<file path="src/rtl/mem_access_sequencer.sv">
// mem_access_sequencer
//   Shares one external memory bus between the instruction-fetch port (IF)
//   and the load/store port (LS). IDLE arbitrates (round-robin on
//   contention), ACCESS holds the bus until mem_ready or timeout, RESP
//   returns a one-cycle done pulse (with err/rdata) to the granted port.
// Ports:
//   clk, rst                     clock, async active-high reset
//   if_req/if_addr               fetch request (always a read)
//   if_done/if_err/if_rdata      fetch completion
//   ls_req/ls_opcode/ls_addr/ls_wdata  load/store request (LDR=1101, STR=1110)
//   ls_done/ls_err/ls_rdata      load/store completion
//   mem_en/mem_rw/mem_addr/mem_dout/mem_din/mem_ready  memory bus
//   busy                         sequencer not idle
module mem_access_sequencer #(
  parameter int ADDR_W  = 32,
  parameter int DATA_W  = 32,
  parameter int TIMEOUT = 15
) (
  input  logic              clk,
  input  logic              rst,
  input  logic              if_req,
  input  logic [ADDR_W-1:0] if_addr,
  output logic              if_done,
  output logic [DATA_W-1:0] if_rdata,
  input  logic              ls_req,
  input  logic [3:0]        ls_opcode,
  input  logic [ADDR_W-1:0] ls_addr,
  input  logic [DATA_W-1:0] ls_wdata,
  output logic              ls_done,
  output logic              ls_err,
  output logic              if_err,
  output logic [DATA_W-1:0] ls_rdata,
  output logic              mem_en,
  output logic              mem_rw,
  output logic [ADDR_W-1:0] mem_addr,
  output logic [DATA_W-1:0] mem_dout,
  input  logic [DATA_W-1:0] mem_din,
  input  logic              mem_ready,
  output logic              busy
);

  localparam int          CNT_W    = $clog2(TIMEOUT + 1);
  localparam logic [3:0]  OP_LDR   = 4'b1101;
  localparam logic [3:0]  OP_STR   = 4'b1110;
  localparam logic [CNT_W-1:0] CNT_LAST = CNT_W'(TIMEOUT - 1);

  typedef enum logic [1:0] {IDLE, ACCESS, RESP} state_t;

  state_t              state_q, state_d;
  logic [CNT_W-1:0]    cnt_q, cnt_d;
  logic                last_ls_q, last_ls_d;    // 1: LS was granted last
  logic                grant_ls_q, grant_ls_d;  // port owning the current transaction
  logic                mem_en_q, mem_en_d;
  logic                mem_rw_q, mem_rw_d;
  logic [ADDR_W-1:0]   mem_addr_q, mem_addr_d;
  logic [DATA_W-1:0]   mem_dout_q, mem_dout_d;
  logic                if_done_q, if_done_d;
  logic                if_err_q, if_err_d;
  logic [DATA_W-1:0]   if_rdata_q, if_rdata_d;
  logic                ls_done_q, ls_done_d;
  logic                ls_err_q, ls_err_d;
  logic [DATA_W-1:0]   ls_rdata_q, ls_rdata_d;
  logic                busy_q, busy_d;

  logic                pick_ls;
  logic                ls_legal;
  logic                fin, fin_err;
  logic [DATA_W-1:0]   fin_data;

  // LS wins when it is the only requester, or on contention when IF was last.
  assign pick_ls  = ls_req && (!if_req || !last_ls_q);
  assign ls_legal = (ls_opcode == OP_LDR) || (ls_opcode == OP_STR);

  always_comb begin
    state_d    = state_q;
    cnt_d      = cnt_q;
    last_ls_d  = last_ls_q;
    grant_ls_d = grant_ls_q;
    mem_en_d   = mem_en_q;
    mem_rw_d   = mem_rw_q;
    mem_addr_d = mem_addr_q;
    mem_dout_d = mem_dout_q;
    if_done_d  = 1'b0;
    if_err_d   = 1'b0;
    if_rdata_d = '0;
    ls_done_d  = 1'b0;
    ls_err_d   = 1'b0;
    ls_rdata_d = '0;
    busy_d     = busy_q;
    fin        = 1'b0;
    fin_err    = 1'b0;
    fin_data   = '0;

    case (state_q)
      IDLE: begin
        busy_d = 1'b0;
        if (if_req || ls_req) begin
          busy_d     = 1'b1;
          grant_ls_d = pick_ls;
          if (pick_ls && !ls_legal) begin
            // Illegal opcode never touches the bus; answer straight away.
            state_d   = RESP;
            ls_done_d = 1'b1;
            ls_err_d  = 1'b1;
          end else begin
            state_d    = ACCESS;
            cnt_d      = '0;
            last_ls_d  = pick_ls;
            mem_en_d   = 1'b1;
            mem_rw_d   = !pick_ls || (ls_opcode == OP_LDR);
            mem_addr_d = pick_ls ? ls_addr : if_addr;
            mem_dout_d = (pick_ls && ls_opcode == OP_STR) ? ls_wdata : '0;
          end
        end
      end

      ACCESS: begin
        if (mem_ready) begin
          fin      = 1'b1;
          fin_data = mem_rw_q ? mem_din : '0;
        end else if (cnt_q == CNT_LAST) begin
          fin     = 1'b1;
          fin_err = 1'b1;
        end else begin
          cnt_d = cnt_q + CNT_W'(1);
        end

        if (fin) begin
          state_d    = RESP;
          mem_en_d   = 1'b0;
          mem_rw_d   = 1'b0;
          mem_addr_d = '0;
          mem_dout_d = '0;
          if (grant_ls_q) begin
            ls_done_d  = 1'b1;
            ls_err_d   = fin_err;
            ls_rdata_d = fin_data;
          end else begin
            if_done_d  = 1'b1;
            if_err_d   = fin_err;
            if_rdata_d = fin_data;
          end
        end
      end

      RESP: begin
        state_d = IDLE;
        busy_d  = 1'b0;
      end

      default: begin
        state_d = IDLE;
        busy_d  = 1'b0;
      end
    endcase
  end

  always_ff @(posedge clk or posedge rst) begin
    if (rst) begin
      state_q    <= IDLE;
      cnt_q      <= '0;
      last_ls_q  <= 1'b1;
      grant_ls_q <= 1'b0;
      mem_en_q   <= 1'b0;
      mem_rw_q   <= 1'b0;
      mem_addr_q <= '0;
      mem_dout_q <= '0;
      if_done_q  <= 1'b0;
      if_err_q   <= 1'b0;
      if_rdata_q <= '0;
      ls_done_q  <= 1'b0;
      ls_err_q   <= 1'b0;
      ls_rdata_q <= '0;
      busy_q     <= 1'b0;
    end else begin
      state_q    <= state_d;
      cnt_q      <= cnt_d;
      last_ls_q  <= last_ls_d;
      grant_ls_q <= grant_ls_d;
      mem_en_q   <= mem_en_d;
      mem_rw_q   <= mem_rw_d;
      mem_addr_q <= mem_addr_d;
      mem_dout_q <= mem_dout_d;
      if_done_q  <= if_done_d;
      if_err_q   <= if_err_d;
      if_rdata_q <= if_rdata_d;
      ls_done_q  <= ls_done_d;
      ls_err_q   <= ls_err_d;
      ls_rdata_q <= ls_rdata_d;
      busy_q     <= busy_d;
    end
  end

  assign if_done  = if_done_q;
  assign if_err   = if_err_q;
  assign if_rdata = if_rdata_q;
  assign ls_done  = ls_done_q;
  assign ls_err   = ls_err_q;
  assign ls_rdata = ls_rdata_q;
  assign mem_en   = mem_en_q;
  assign mem_rw   = mem_rw_q;
  assign mem_addr = mem_addr_q;
  assign mem_dout = mem_dout_q;
  assign busy     = busy_q;

endmodule

</file>
<file path="config.mk">
export PLATFORM = sky130hd
export DESIGN_NAME = mem_access_sequencer
export DESIGN_NICKNAME = d
export VERILOG_FILES = /design/src/rtl/mem_access_sequencer.sv
export SDC_FILE = /design/constraint.sdc
export NUM_CORES = 1
export LEC_CHECK = 0
export ABC_AREA = 1
export BUFFER_PORTS_ARGS = -buffer_cell sky130_fd_sc_hd__buf_2
export CAP_MARGIN = 5
export CORE_MARGIN = 2
export CORE_UTILIZATION = 46
export CTS_CLUSTER_SIZE = 30
export DETAILED_ROUTE_END_ITERATION = 16
export GPL_TIMING_DRIVEN = 0
export PLACE_DENSITY = 0.79
export SYNTH_ARGS = -nofsm -noshare
export SYNTH_HDL_FRONTEND = slang
export SYNTH_SLANG_ARGS = --single-unit
</file>
<file path="constraint.sdc">
create_clock -name clk -period 6.2 [get_ports clk]
set_input_delay 1.55 -clock clk [delete_from_list [all_inputs] [get_ports clk]]
set_output_delay 1.55 -clock clk [all_outputs]
set_load 0.005 [all_outputs]
</file>
Yosys cells after proc, flatten, opt, wreduce, memory -nomap -nowiden:

Index checks and enable logic that the tools add are counted.

* $add $sub $neg: 1
* equal/unequal tests: 9
* mux-type cells: 53
* bitwise operators: 1
* reduce and logical (&&, ||, !) cells: 18

Operators by type and width (number)
* $mux 32: 15
* $pmux 32 s2: 2
* $mux 1: 22
* $mux 4: 4
* $eq 4x4->1 const B: 3
* $ne 2x2->1 const B: 5
* $pmux 1 s2: 5
* $pmux 4 s2: 1
* $mux 2: 3
* $reduce_and 5->1: 1
* $add 4x1->4 const B: 1
* $logic_not 1->1: 4
* $logic_or 1x1->1: 4
* $pmux 2 s2: 1
* $reduce_and 2->1: 2
* $reduce_and 4->1: 1
* $logic_and 1x1->1: 3
* $reduce_and 3->1: 1
* $eq 2x1->1 const B: 1
* $logic_not 2->1: 1
* $reduce_bool 2->1: 1
* $not 1->1: 1

* flip-flop bits (word level): 143
* output and inout port bits: 135
* word-level logic and storage cells: 97

Longest topological paths before layout:

Gate-level depths: netlist of the first run.

* depth in word-level cells: 8
* mapped depth: 11
* gate-level depth less buffers: 9

Worst setup path after synthesis of the first run:

Ideal clock, no wire load.

* kind: input-to-reg
* start: input port if_req
* end: register mem_addr_q[0], in the netlist mem_addr[0]
* setup time: 0.116 ns
* arrival time: 2.401 ns
* slack: 3.683 ns
* stages on the path: 7
* cells stage by stage: o21ai_1 > inv_1 > nand2_2 > inv_2 > buf_2 > nand2_1 > nand2_1

* longest elaborated chain between the ends: 7

Ends and longest elaborated chain
* start, declared: line 21 `input logic if_req,`
* $logic_not 1->1: line 71 `assign pick_ls = ls_req && (!if_req || !last_ls_q);`
* $logic_or 1x1->1: line 71
* $logic_and 1x1->1: line 71
* $mux 32: line 111 `mem_addr_d = pick_ls ? ls_addr : if_addr;`
* $mux 32: line 100 `if (pick_ls && !ls_legal) begin`
* $mux 32: line 97 `if (if_req || ls_req) begin`
* $pmux 32 s2: line 94 `case (state_q)`
* end signal, assigned: line 182 `mem_addr_q <= mem_addr_d;`
* end, declared: line 55 `logic [ADDR_W-1:0] mem_addr_q, mem_addr_d;`

Parallel ways exist; a longest one is shown, timed or not. The select of a mux whose other input is x is not followed.
A chain may end at the register's enable or synchronous reset.

Worst setup path after layout of the first run:

* start: input port if_req
* end: register mem_dout_q[25], in the netlist mem_dout[25]

* longest elaborated chain between the ends: 8

Ends and longest elaborated chain
* $logic_not 1->1: line 71
* $logic_or 1x1->1: line 71
* $logic_and 1x1->1: line 71
* $logic_and 1x1->1: line 112 `mem_dout_d = (pick_ls && ls_opcode == OP_STR) ? ls_wdata : '0;`
* $mux 32: line 112
* $mux 32: line 100
* $mux 32: line 97
* $pmux 32 s2: line 94
* end signal, assigned: line 183 `mem_dout_q <= mem_dout_d;`
* end, declared: line 56 `logic [DATA_W-1:0] mem_dout_q, mem_dout_d;`

Parallel ways exist; a longest one is shown, timed or not. The select of a mux whose other input is x is not followed.

==> impl_metrics.toml, run 1 <==
[worst_setup_path]
cp.required_ns = 6.55
max_stage_delay_ns = 0.29
cp.arrival_ns = 2.87
reg2reg_slack_ns = 4.47
crit_start = "if_req"
crit_slowest_cell = "nor2_2"
reg2reg_to = "mem_addr[5]$_DFFE_PP0P_"
path_class = "in -> reg"
critPathLaunchType = "primary input"
end_kind = "flop"
timing.rr.start = "last_ls_q$_DFFE_PP1P_"
worstSetupEndpoint = "mem_dout[25]$_DFFE_PP0P_"
worstPathCellList = "buf_2, a21oi_2, buf_4, nand2_2, nor2_2, buf_2, nand2_1, nand2_1"
crit_path_max_fanout = 10
r2r_cells = 8

[clock_network]
postCtsSetupBuffers = 0
cts_tree = "yes"
cts_sinks = 143
cts_max_path_buffers = 2
cts_buffers = 17
clk_latency_ns = 0.41
ctsResizeCount = 0
cts_htree_levels = 4
clkSlewWorstSetupHoldPaths_ns = 0.06
postCtsHoldBufs = 0
clockRootBuffer = "clkbuf_16"

[global_routing]
grt_first_pass_wirelength_um = 24530
grt_use_met2 = 0.4058
busiest_layer = "met2"
grt_usage = 0.2381
gr-usage-met1 = 0.2825
grt_max_degree = 88
grt_remaining_overflow = 0
grt_pass1_vias = 5163
met3_usage = 0.06799
antenna_found_initial = 0

[floorplanning]
initial_utilization = 0.4741
io_pins = 272
num_rows = 40
die_h_um = 115.7
core_um2 = 12110
dieArea_um2 = 13390
die_w_um = 115.7

[sta]
max_freq_mhz = 397.1
grt_setup_unrepaired = "false"
slew_viol_final = 0
finalClockSkew_ns = 0.007956
finalCritPeriodShare = 0.4062
max_slew_margin = 0.6494
hold_viol_final = 0
layout_min_cycle_time_ns = 2.518
tightest_slew_ns = 0.5259
whs_ns = 0.4615
setup_violations = 0

[place]
place_congestion = 0.8725
place_hpwl_um = 11280
dpl-instance-area_um2 = 7341
port_buffers = 271

[layout]
multiInputGateArea_um2 = 1907
drive_above_1_share = 0.3418
final_area_um2 = 7946
final_util = 0.6561
final_nets = 1106
register_area_um2 = 3580
area_delta_synth_final_pct = 38.40
diodes = 0
fill_cells = 1037

[routing]
drt_iter0_drc = 317
ant_nets = 0
wire_per_inst_um = 13.29
viasPerCell = 4.650
first_pass_iters = 5
route.detailed.drc = 0
vias = 5338
routed_wl_um = 15260

[job]
drv_cap = 0

[power]
power.clock.fraction = 0.325
total_power_mw = 3.124
peakVddDrop_uv = 268.4
p_sw_mw = 1.060
netSwitchingFraction = 0.3393
p_comb_frac = 0.291
power.density_nw_per_um2 = 393.1
internal-power_mw = 2.064
leakagePower_nw = 4.837
seqPwrFrac = 0.383

[synthesis]
ys.flop_type = "dfrtp_1"
synth_seq_cells = 143
yosys.area.top_type = "dfrtp_1"
postSynthAreaPerCell_um2 = 8.494
synth_nets = 815
synth_cell_type_count = 23
ys_seq_area_frac = 0.6234
synth_top_area_share = 0.6189
ys_async_sr_fraction = 1.000
synthTopCellsByArea = "dfrtp_1 (62%), nand2_1 (22%), nor2_1 (5.8%)"
synth_edf_count = 0
yosys_warnings = 0
syn-cell-area_um2 = 5742
syn_inst = 676

[worst_hold_path]
min_path_type = "reg -> reg"

[outcome]
status = "finished, final reports clean"
## layer usage
metal  wire [um]  part of all wire
met1        6146              0.40
met2        7682              0.50
met3         904             0.059
met4         525             0.034
met5           0                 0
## sequential cells by signal, summed over array words and instances, names as in the netlist, 2 cells and up
signal    cells
cnt_q         4
if_rdata     32
ls_rdata     32
mem_addr     32
mem_dout     32
state_q       2
## layout by cell type, fill, tap and decap left out, types with 2 or more instances in the layout
cell	synthesis	final
buf_2	15	286
buf_6	5	5
bufinv_16	0	2
clkbuf_1	13	13
clkbuf_16	0	17
clkbuf_8	0	2
clkinv_4	0	4
clkinvlp_4	0	3
dfrtp_1	142	142
ha_1	2	2
inv_1	15	14
inv_2	3	3
inv_6	0	5
nand2_1	344	344
nand2_2	2	2
nand3_1	28	28
nand4_1	3	3
nor2_1	88	88
nor2_2	2	2
nor3_1	2	2
o21ai_0	4	4
## how the worst min path moves through the flow
stage                             start                        to  cells after the start
6_report        mem_addr[1]$_DFFE_PP0P_   mem_addr[1]$_DFFE_PP0P_                      2
3_5_place_dp    mem_addr[8]$_DFFE_PP0P_   mem_addr[8]$_DFFE_PP0P_                      2
3_3_place_gp   mem_addr[12]$_DFFE_PP0P_  mem_addr[12]$_DFFE_PP0P_                      2
4_1_cts         mem_addr[1]$_DFFE_PP0P_   mem_addr[1]$_DFFE_PP0P_                      2
2_1_floorplan    grant_ls_q$_DFFE_PP0P_         if_done$_DFF_PP0_                      1
5_1_grt        mem_addr[20]$_DFFE_PP0P_  mem_addr[20]$_DFFE_PP0P_                      2
## stage by stage
stage	TNS, ns	setup WS, ns	instances
detailed placement	0	3.274	1116
global route	0	3.597	1148
floorplan	0	0.8137	676
finish	0	3.682	1148
CTS	0	3.655	1148
global placement	-85.59	-0.6115	1115
## power groups by stage
stage	Sequential, mW	Combinational, mW	Clock (mW)
finish	1.20	0.910	1.02
CTS	1.20	0.925	1.03
global route	1.22	1.04	1.07
global placement	1.21	0.903	0
detailed placement	1.21	0.922	0
floorplan	1.23	0.511	0
## cells in the mapped netlist, types with 2 or more instances
master	number
clkbuf_1	13
nand4_1	3
inv_2	3
nor2_1	88
dfrtp_1	142
nand3_1	28
o21ai_0	4
inv_1	15
nand2_2	2
nor3_1	2
buf_6	5
nor2_2	2
nand2_1	344
buf_2	15
ha_1	2
## layout make-up
cell class | instances | area share
clock inverter | 13 | 0.01921
tap | 168 | 0.02645
clock buffer | 19 | 0.05700
multi-input combinational | 481 | 0.2400
timing repair buffer | 272 | 0.1741
buffer | 34 | 0.02362
inverter | 18 | 0.009132
sequential | 143 | 0.4505
## critical path: cells and delay by family
family | cells | cell delay (ns)
simple gates | 4 | 0.60
buf+inv | 3 | 0.57
compound gates | 1 | 0.14
## cells by family (layout without fill, tap and decap cells)
group | after synthesis | after routing | synth area share
xor+xnor | 2 | 2 | 0.003051
simple gates | 470 | 470 | 0.3175
fa+ha+maj | 2 | 2 | 0.004358
compound gates | 7 | 7 | 0.007191
flops | 143 | 143 | 0.6234
buf+inv | 52 | 356 | 0.04445
No activity file was read; power rests on OpenSTA's default activity.
==> run 2: changes to the inputs <==
- CORE_UTILIZATION: 46 -> 42
- PLACE_DENSITY: 0.79 -> 0.76
- clock period: 6.2 -> 2.3 ns (I/O delays scaled with it)
==> impl_metrics.toml, run 2 (synthesis results as in run 1) <==
[power]
netSwitchingFraction = 0.3281
internal-power_mw = 5.764
power.clock.fraction = 0.334
seqPwrFrac = 0.376
power.density_nw_per_um2 = 1069
p_sw_mw = 2.815
p_comb_frac = 0.290
total_power_mw = 8.580
peakVddDrop_uv = 625.6
leakagePower_nw = 4.870

[place]
pre_cts_ws_ns = 0.3222
place_hpwl_um = 11740
dpl-instance-area_um2 = 7410
port_buffers = 271
place_congestion = 0.9146

[routing]
viasPerCell = 4.596
wire_per_inst_um = 13.44
vias = 5317
first_pass_iters = 4
ant_nets = 0
routed_wl_um = 15550
route.detailed.drc = 0
drt_iter0_drc = 262

[clock_network]
clockRootBuffer = "clkbuf_16"
cts_max_path_buffers = 2
ctsResizeCount = 0
postCtsHoldBufs = 0
clkSlewWorstSetupHoldPaths_ns = 0.06
cts_htree_levels = 4
cts_sinks = 143
postCtsSetupBuffers = 0
clk_latency_ns = 0.41
cts_tree = "yes"
cts_buffers = 17

[sta]
slew_viol_final = 0
grt_setup_unrepaired = "false"
tightest_slew_ns = 0.5600
layout_min_cycle_time_ns = 1.729
hold_viol_final = 0
max_slew_margin = 0.6266
finalCritPeriodShare = 0.7519
max_freq_mhz = 578.2
timing.final.ws_setup_ns = 0.5706
setup_violations = 0
finalClockSkew_ns = 0.006790
whs_ns = 0.2037

[global_routing]
grt_usage = 0.2207
antenna_found_initial = 0
grt_first_pass_wirelength_um = 25040
grt_remaining_overflow = 0
grt_pass1_vias = 5211
grt_max_degree = 43

[floorplanning]
initial_utilization = 0.4319
die_h_um = 120.9
die_w_um = 120.9
dieArea_um2 = 14620
core_um2 = 13300
io_pins = 272
num_rows = 42

[layout]
final_area_um2 = 8028
layout_commonest_cell = "nand2_1"
area_delta_synth_final_pct = 39.81
diodes = 0
drive_above_1_share = 0.3405
register_area_um2 = 3580
final_nets = 1109
fill_cells = 1181
multiInputGateArea_um2 = 1907
final_cell_mix = "nand2_1 (344), buf_2 (286), dfrtp_1 (142)"

[worst_setup_path]
end_kind = "flop"
reg2reg_to = "mem_addr[5]$_DFFE_PP0P_"
r2r_cells = 8
cp.required_ns = 2.64
critical_path_cell_count = 8
path_class = "reg -> reg"
crit_slowest_cell = "dfstp_2"
cp_top_family = "buffers and inverters"
timing.rr.start = "last_ls_q$_DFFE_PP1P_"
worstPathCellList = "a21oi_2, buf_4, inv_2, clkbuf_1, nand2_1, nand2_1, nand2_1, nand2_1"
reg2reg_slack_ns = 0.57
crit_start = "last_ls_q$_DFFE_PP1P_"
max_stage_delay_ns = 0.54
critPathLaunchType = "flop"
crit_path_max_fanout = 10
path_common_cell = "nand2_1"
cp.arrival_ns = 2.07
critPathBufInv = 3

[job]
drv_cap = 0

[outcome]
status = "finished, final reports clean"

[worst_hold_path]
min_path_type = "in -> async"
## run 2: area by class of cell
type / instances / share of cell area
Sequential cell: 143 / 0.4459
Multi-Input combinational cell: 481 / 0.2375
Buffer: 34 / 0.02338
Tap cell: 176 / 0.02743
Clock buffer: 21 / 0.05736
Clock inverter: 9 / 0.01964
Inverter: 18 / 0.008884
Timing Repair Buffer: 275 / 0.1799
## run 2: worst register-to-register path: cells and delay by family, from the launching register on
family	cells	cell delay, ns
buffers and inverters	3	0.73
DFF	1	0.54
and+or+nand+nor	4	0.34
AOI/OAI and AO/OA	1	0.06
## run 2: how the worst max path moves through the flow
stage / end / slack, ns
2_1_floorplan: busy$_DFFE_PP0N_ / -0.07
3_3_place_gp: mem_dout[11]$_DFFE_PP0P_ / -0.90
3_5_place_dp: mem_dout[23]$_DFFE_PP0P_ / 0.32
4_1_cts: mem_addr[5]$_DFFE_PP0P_ / 0.55
5_1_grt: mem_addr[1]$_DFFE_PP0P_ / 0.41
6_report: mem_addr[5]$_DFFE_PP0P_ / 0.57
## run 2: power groups by stage
stage	sequential [mW]	clock [mW]	combinational, mW
CTS	3.23	2.91	2.54
finish	3.23	2.86	2.49
global placement	3.25	0	2.47
global route	3.28	3.03	2.82
detailed placement	3.26	0	2.52
floorplan	3.31	0	1.38
## run 2: routing by layer
metal / wire (um) / track usage / up-vias
li1: - / - / 2634
met1: 6403 / 0.2634 / 2465
met2: 7751 / 0.3746 / 192
met3: 1033 / 0.06861 / 26
met4: 365 / 0.08140 / 0
met5: 0 / 0 / -
## run 2: stage by stage
stage               utilization  instances  TNS (ns)
global route             0.6038       1157         0
global placement         0.5507       1123   -126.44
CTS                      0.6038       1157         0
floorplan                     -        676    -9.264
finish                   0.6038       1157         0
detailed placement       0.5573       1127         0
==> run 3: changes to the inputs <==
- CORE_UTILIZATION: 42 -> 46
- PLACE_DENSITY: 0.76 -> 0.79
- clock period: 2.3 -> 1.64 ns (I/O delays scaled with it)
==> impl_metrics.toml, run 3 (synthesis results as in run 1) <==
[outcome]
status = "finished, final reports clean"

[layout]
fill_cells = 1016
layout_commonest_cell = "nand2_1"
area_delta_synth_final_pct = 41.32
final_area_um2 = 8114
drive_above_1_share = 0.3553
multiInputGateArea_um2 = 1958
final_cell_mix = "nand2_1 (341), buf_2 (283), dfrtp_1 (141)"
diodes = 0
final_nets = 1114
register_area_um2 = 3581

[routing]
routed_wl_um = 15840
route.detailed.drc = 0
wire_per_inst_um = 13.71
ant_nets = 0
vias = 5381
drt_iter0_drc = 367
first_pass_iters = 4
viasPerCell = 4.655

[floorplanning]
num_rows = 40
core_um2 = 12110
die_h_um = 115.7
io_pins = 272
initial_utilization = 0.4741
die_w_um = 115.7
dieArea_um2 = 13390

[power]
power.density_nw_per_um2 = 1511
leakagePower_nw = 4.901
total_power_mw = 12.26
peakVddDrop_uv = 717.5

[sta]
layout_min_cycle_time_ns = 1.571
hold_viol_final = 0
max_freq_mhz = 636.4
setup_violations = 0
tightest_slew_ns = 0.8601
finalClockSkew_ns = 0.007451
finalCritPeriodShare = 0.9581
timing.final.ws_setup_ns = 0.06875
slew_viol_final = 0
max_slew_margin = 0.4254

[worst_setup_path]
r2r_cells = 11
critPathLaunchType = "flop"
crit_path_max_fanout = 10
path_class = "reg -> reg"
max_stage_delay_ns = 0.39
cp_top_family = "simple AND/OR/NAND/NOR gates"
path_common_cell = "nand2_1"
reg2reg_to = "mem_addr[20]$_DFFE_PP0P_"
end_kind = "flop"
cp.arrival_ns = 1.88
timing.rr.start = "cnt_q[0]$_DFFE_PP0P_"
cp.required_ns = 1.95
crit_slowest_cell = "dfrtp_1"
reg2reg_slack_ns = 0.07
worstPathCellList = "inv_2, ha_4, nand3_1, nand2_1, nand2_2, nand2_4, nand2_4, buf_8, buf_6, nand2_1, nand2_1"
critPathBufInv = 3

[worst_hold_path]
min_path_type = "in -> async"

[job]
drv_cap = 0

[clock_network]
cts_max_path_buffers = 2
clk_latency_ns = 0.42
clkSlewWorstSetupHoldPaths_ns = 0.06
cts_htree_levels = 4
postCtsHoldBufs = 0
clockRootBuffer = "clkbuf_16"
cts_tree = "yes"
cts_buffers = 17
cts_sinks = 143

[place]
port_buffers = 271
place_hpwl_um = 11720
place_congestion = 0.8809
pre_cts_ws_ns = -0.1670
dpl-instance-area_um2 = 7372

[global_routing]
grt_first_pass_wirelength_um = 24430
antenna_found_initial = 0
grt_usage = 0.2392
grt_remaining_overflow = 0
grt_max_degree = 44
grt_pass1_vias = 5042
-- run 3: layout make-up --
| class | count | share of cell area |
|---|---|---|
| Sequential cell | 143 | 0.4413 |
| Clock buffer | 21 | 0.05675 |
| Clock inverter | 11 | 0.01928 |
| Multi-Input combinational cell | 481 | 0.2413 |
| Buffer | 33 | 0.02498 |
| Timing Repair Buffer | 281 | 0.1807 |
| Inverter | 18 | 0.009715 |
| Tap cell | 168 | 0.02591 |
-- run 3: per-stage QoR --
stage	TNS, ns	instances	hold slack (ns)	util
detailed placement	-6.408	1118	0.4532	0.6087
CTS	0	1150	0.1757	0.6604
global placement	-202.40	1115	0.4492	0.6037
floorplan	-79.69	676	0.4437	-
finish	0	1156	0.1560	0.6699
global route	-0.1323	1156	0.2011	0.6699
-- run 3: power breakdown --
part / internal (mW) / leakage (nW) / switching (mW)
Combinational: 1.43 / 2.67 / 2.34
Sequential: 4.21 / 1.94 / 0.339
Clock: 2.49 / 0.290 / 1.46
-- run 3: layer usage --
layer  track usage  vias up  wire (um)
li1              -     2654          -
met5             0        -          0
met1        0.2979     2499       6514
met4        0.1087        0        487
met3       0.05178       38        899
met2        0.4019      190       7943
-- run 3: repair_timing --
item                                   in CTS  in global routing
setup endpoints to repair                  44                 60
resized for setup                           2                 25
setup buffers                               1                  5
pin swaps                                   0                  1
endpoints found under the hold margin       0                  0
gates cloned                                0                  1
-- run 3: worst max-delay path by stage --
stage                                to  depth (start not counted)                   from  slack [ns]
2_1_floorplan          busy$_DFFE_PP0N_                          1                    rst       -0.56
3_3_place_gp   mem_addr[22]$_DFFE_PP0P_                          2                    rst       -1.39
3_5_place_dp    mem_addr[6]$_DFFE_PP0P_                          8                 if_req       -0.17
4_1_cts        mem_addr[16]$_DFFE_PP0P_                          8  last_ls_q$_DFFE_PP1P_        0.01
5_1_grt        mem_addr[31]$_DFFE_PP0P_                          9   cnt_q[1]$_DFFE_PP0P_       -0.01
6_report       mem_addr[20]$_DFFE_PP0P_                         11   cnt_q[0]$_DFFE_PP0P_        0.07
